<file path="src/rtl/slow_clk_monitor.sv">
// slow_clk_monitor
//   Brings a slow, asynchronous clock-like waveform into the clk_in domain.
//   Synchronises it, emits single-cycle rise/fall pulses, measures the
//   edge-to-edge interval in clk_in cycles and flags a source that has stopped
//   toggling.
//
// Ports
//   clk_in        in   1      fast system clock, all logic on posedge
//   rst_n         in   1      asynchronous active-low reset
//   sig_in        in   1      slow asynchronous waveform to monitor
//   rise_pulse    out  1      1-cycle pulse per synchronised rising edge
//   fall_pulse    out  1      1-cycle pulse per synchronised falling edge
//   half_period   out  CNT_W  last measured edge-to-edge interval, in cycles
//   period_valid  out  1      1-cycle pulse when half_period updates
//   stalled       out  1      high while no edge has arrived for TIMEOUT cycles
//   edge_count    out  16     edges detected since reset, wraps
module slow_clk_monitor #(
    parameter int unsigned CNT_W   = 28,
    parameter int unsigned TIMEOUT = 250000000
) (
    input  logic             clk_in,
    input  logic             rst_n,
    input  logic             sig_in,
    output logic             rise_pulse,
    output logic             fall_pulse,
    output logic [CNT_W-1:0] half_period,
    output logic             period_valid,
    output logic             stalled,
    output logic [15:0]      edge_count
);

    localparam int unsigned EC_W = 16;

    localparam logic [CNT_W-1:0] TIMEOUT_C    = CNT_W'(TIMEOUT);
    localparam logic [CNT_W-1:0] TIMEOUT_M1_C = CNT_W'(TIMEOUT - 1);
    localparam logic [CNT_W-1:0] ONE_C        = CNT_W'(1);

    typedef enum logic [1:0] {
        WAIT_EDGE = 2'd0,
        MEASURE   = 2'd1,
        STALL     = 2'd2
    } state_e;

    state_e state_q, state_d;

    // s1/s2 form the metastability chain; s3 is the edge-history register
    logic s1_q, s1_d;
    logic s2_q, s2_d;
    logic s3_q, s3_d;

    logic [CNT_W-1:0] cnt_q, cnt_d;
    logic [CNT_W-1:0] half_period_q, half_period_d;
    logic [EC_W-1:0]  edge_count_q, edge_count_d;
    logic             rise_pulse_q, rise_pulse_d;
    logic             fall_pulse_q, fall_pulse_d;
    logic             period_valid_q, period_valid_d;
    logic             stalled_q, stalled_d;

    logic edge_c;
    logic cnt_inc_c;

    assign edge_c = s2_q ^ s3_q;

    // Free-running interval count, saturating at TIMEOUT
    assign cnt_inc_c = (cnt_q < TIMEOUT_C);

    // Next-state and output logic
    always_comb begin
        state_d        = state_q;
        s1_d           = sig_in;
        s2_d           = s1_q;
        s3_d           = s2_q;
        cnt_d          = cnt_inc_c ? (cnt_q + ONE_C) : TIMEOUT_C;
        half_period_d  = half_period_q;
        period_valid_d = 1'b0;
        rise_pulse_d   = s2_q & ~s3_q;
        fall_pulse_d   = ~s2_q & s3_q;
        edge_count_d   = edge_c ? (edge_count_q + EC_W'(1)) : edge_count_q;

        unique case (state_q)
            WAIT_EDGE: begin
                // First edge only establishes a reference point
                if (edge_c) begin
                    state_d = MEASURE;
                    cnt_d   = '0;
                end
            end
            MEASURE: begin
                if (edge_c) begin
                    cnt_d          = '0;
                    half_period_d  = cnt_q + ONE_C;
                    period_valid_d = 1'b1;
                end else if (cnt_q >= TIMEOUT_M1_C) begin
                    state_d = STALL;
                    cnt_d   = TIMEOUT_C;
                end
            end
            STALL: begin
                cnt_d = TIMEOUT_C;
                // Interval across a stall is unbounded, so it is not reported
                if (edge_c) begin
                    state_d = MEASURE;
                    cnt_d   = '0;
                end
            end
            default: begin
                state_d = WAIT_EDGE;
                cnt_d   = '0;
            end
        endcase

        stalled_d = (state_d == STALL);
    end

    // State and datapath registers
    always_ff @(posedge clk_in or negedge rst_n) begin
        if (!rst_n) begin
            state_q        <= WAIT_EDGE;
            s1_q           <= 1'b0;
            s2_q           <= 1'b0;
            s3_q           <= 1'b0;
            cnt_q          <= '0;
            half_period_q  <= '0;
            edge_count_q   <= '0;
            rise_pulse_q   <= 1'b0;
            fall_pulse_q   <= 1'b0;
            period_valid_q <= 1'b0;
            stalled_q      <= 1'b0;
        end else begin
            state_q        <= state_d;
            s1_q           <= s1_d;
            s2_q           <= s2_d;
            s3_q           <= s3_d;
            cnt_q          <= cnt_d;
            half_period_q  <= half_period_d;
            edge_count_q   <= edge_count_d;
            rise_pulse_q   <= rise_pulse_d;
            fall_pulse_q   <= fall_pulse_d;
            period_valid_q <= period_valid_d;
            stalled_q      <= stalled_d;
        end
    end

    assign rise_pulse   = rise_pulse_q;
    assign fall_pulse   = fall_pulse_q;
    assign half_period  = half_period_q;
    assign period_valid = period_valid_q;
    assign stalled      = stalled_q;
    assign edge_count   = edge_count_q;

endmodule

</file>
<file path="config.mk">
export PLATFORM = sky130hd
export DESIGN_NAME = slow_clk_monitor
export DESIGN_NICKNAME = d
export VERILOG_FILES = /design/src/rtl/slow_clk_monitor.sv
export SDC_FILE = /design/constraint.sdc
export NUM_CORES = 1
export LEC_CHECK = 0
export BUFFER_PORTS_ARGS = -buffer_cell sky130_fd_sc_hd__clkbuf_2
export CAP_MARGIN = 25
export CORE_MARGIN = 5
export CORE_UTILIZATION = 40
export CTS_CLUSTER_SIZE = 25
export DETAILED_ROUTE_END_ITERATION = 10
export PLACE_DENSITY_LB_ADDON = 0.25
export SYNTH_ARGS = -nofsm -noshare
export SYNTH_HDL_FRONTEND = slang
export SYNTH_SLANG_ARGS = --single-unit
</file>
<file path="constraint.sdc">
create_clock -name clk_in -period 4.6 [get_ports clk_in]
set_clock_uncertainty 0.05 [all_clocks]
set_input_delay 0.46 -clock clk_in [delete_from_list [all_inputs] [get_ports clk_in]]
set_output_delay 0.46 -clock clk_in [all_outputs]
set_load 0.005 [all_outputs]
</file>
==> impl_metrics.ini <==
[routing]
wl_per_cell_um = 14.0
vias_per_cell = 5.05
drc = 0
firstDrtPassIters = 4
drt_first_iter_violations = 86
dr_total_vias = 2468
final_antenna_net_count = 0
wirelength_mm = 6.85

[critical_path]
crit_type = flip-flop to flip-flop
critPathCaptureType = flip-flop
critical_path_arrival_ns = 2.37
worstSetupStartpointType = flip-flop
worst-endpoint-required_ns = 4.75
crit_fanout = 9

[placed_design]
place_area_um2 = 3860
gp_congestion = 0.813
numPortBuffers = 50
place_ws_ns = 2.19
dpl.hpwl_mm = 4.48
dp_cells = 471

[clock_network]
clock-sinks = 81
clk_pin_slew_ns = 0.08
post_cts_resize_count = 0
cts_root_buf = clkbuf_8
clk_latency_ns = 0.35
cts_buffers = 9
cts_setup_buffers = 0
clockBufferDepth = 2
cts_tree = done
postCtsHoldBufs = 0
htreeDepth = 3

[cells_and_area]
area_growth_syn_to_layout_pct = 18.9
layout_common_cells = dfrtp_1 (81), clkbuf_2 (49), nor2_1 (48)
nFillCells = 838
drive_gt1_frac = 0.226
instances_no_fill = 489
final_common_cell = dfrtp_1
diodes = 0
finalInstanceArea_um2 = 4180
fin_nets = 383

[timing]
setup_viol = 0
finalHoldViolCount = 0
finalWorstSetupSlack_ns = 2.39
fmaxAchievable_ghz = 0.452
tightestPinTransition_ns = 0.716
tns_ns = 0
fin_crit_sh = 0.481
worst_hold_slack_ns = 0.00255
maxSlewViolCount = 0
rsz0062_at_grt = false
worst_slew_margin_rel = 0.521
fin_crit_ns = 2.21

[die]
row_count = 34
die_y_um = 104
core_um2 = 8640
initial_core_util = 0.407
die_x_um = 104
io_pins = 51
dieArea_um2 = 10800

[grt]
grt_pass1_vias = 2553
grt_start_max_net_pins = 82
grt-ovfl-total = 0
grt_first_pass_wirelength_mm = 12.3
antenna_found_initial = 0
grt_usage = 0.137

[yosys]
synth_cell_types = 35
yosys_warnings = 0
netlist_area_um2 = 3510
yosysSeqAreaShare = 0.577
async_flop_share = 1.00
syn_nets = 330
synth-edff-count = 0
synthCells = 323
avgSynthCellArea_um2 = 10.9
ys.flop_type = dfrtp_1
ys_ff_latch = 81

[worst_hold_path]
hp-class = input port to async pin

[flow_run]
max_cap_viol_count = 0

[outcome]
status = complete, no violations

[power]
ir_worst_vdd_v = 0.000242
p_leak_uw = 0.00195
p_per_area_nw_per_um2 = 421
==> per-layer routing <==
metal | vias to the layer above | track usage | routed length (µm) | share of wire
met2 | 63 | 0.204 | 3010 | 0.44
li1 | 1220 | - | - | -
met3 | 7 | 0.0622 | 477 | 0.070
met1 | 1178 | 0.181 | 3290 | 0.48
met4 | 0 | 0.0389 | 71 | 0.010
met5 | - | 0 | 0 | 0
==> cell type report <==
cell class	count	area, µm²	share of cell area
clock buffers	11	131	0.0315
clock inverters	5	128	0.0306
inverters	5	18.8	0.00449
multi-input cells	226	1420	0.340
flip-flops and latches	81	2030	0.485
well taps	108	135	0.0324
repair buffers	53	315	0.0755
==> cell usage after synthesis (2+ instances only) <==
cell type	number	area, µm²
nand4_1	17	106
a21oi_2	11	96.3
a21oi_1	31	155
mux2_2	2	22.5
o21a_1	2	15.0
and4_1	3	26.3
ha_1	4	50.1
nor2_1	49	184
dfrtp_1	81	2030
o211ai_1	2	15.0
nand3_1	13	65.1
xnor2_1	17	149
nor3_1	2	10.0
nand4b_1	2	17.5
inv_1	4	15.0
o21ai_0	2	10.0
clkbuf_1	8	30.0
xor2_1	24	210
and2_1	2	12.5
and3_1	14	87.6
nand2_1	19	71.3
==> state kept, by name, indices dropped and copies added, names as in the netlist <==
signal        count
s1_q              1
s2_q              1
period_valid      1
stalled           1
s3_q              1
edge_count       16
cnt_q            28
half_period      28
fall_pulse        1
state_q           2
rise_pulse        1
==> worst paths after layout <==
check	start	endpoint	slack (ns)	depth (start not counted)
min in group clk_in	sig_in	s1_q	0.17	1
max in group asynchronous	rst_n	edge_count[5]	3.90	2
hold / removal	rst_n	half_period[13]	0.003	1
hold reg to reg	s1_q	s2_q	0.30	0
setup reg to reg	cnt_q[0]	cnt_q[26]	2.39	6
setup / recovery	cnt_q[0]	cnt_q[26]	2.39	6
==> worst max-delay path, cell delays in order, from the launching register on <==
cell and delay, ns:
dfrtp_1 0.47, ha_1 0.31, nand2_1 0.14, nor2_1 0.54, nand4_1 0.21, xor2_1 0.27, a21oi_2 0.08
==> metrics by stage <==
stage	util	total power [µW]
floorplan	-	980
global placement	0.447	1090
detailed placement	0.447	1100
CTS	0.477	1780
global route	0.484	1860
finish	0.484	1760
==> cells by family (layout without fill, tap and decap cells) <==
group,Yosys count,in the layout,synth area share
AOI/OAI and AO/OA,51,51,0.0944
xor gates and xnor gates,41,41,0.102
adders and majority gates,4,4,0.0142
buffers and inverters,16,74,0.0207
DFF,81,81,0.577
muxes,3,3,0.00926
and+or+nand+nor,127,127,0.182
==> power by group <==
group / total, µW / switching (µW) / internal, µW
sequential: 852 / 65.5 / 786
clock: 669 / 253 / 416
combinational: 236 / 123 / 113
total: 1760 / 442 / 1320
No activity file was read; power rests on OpenSTA's default activity.
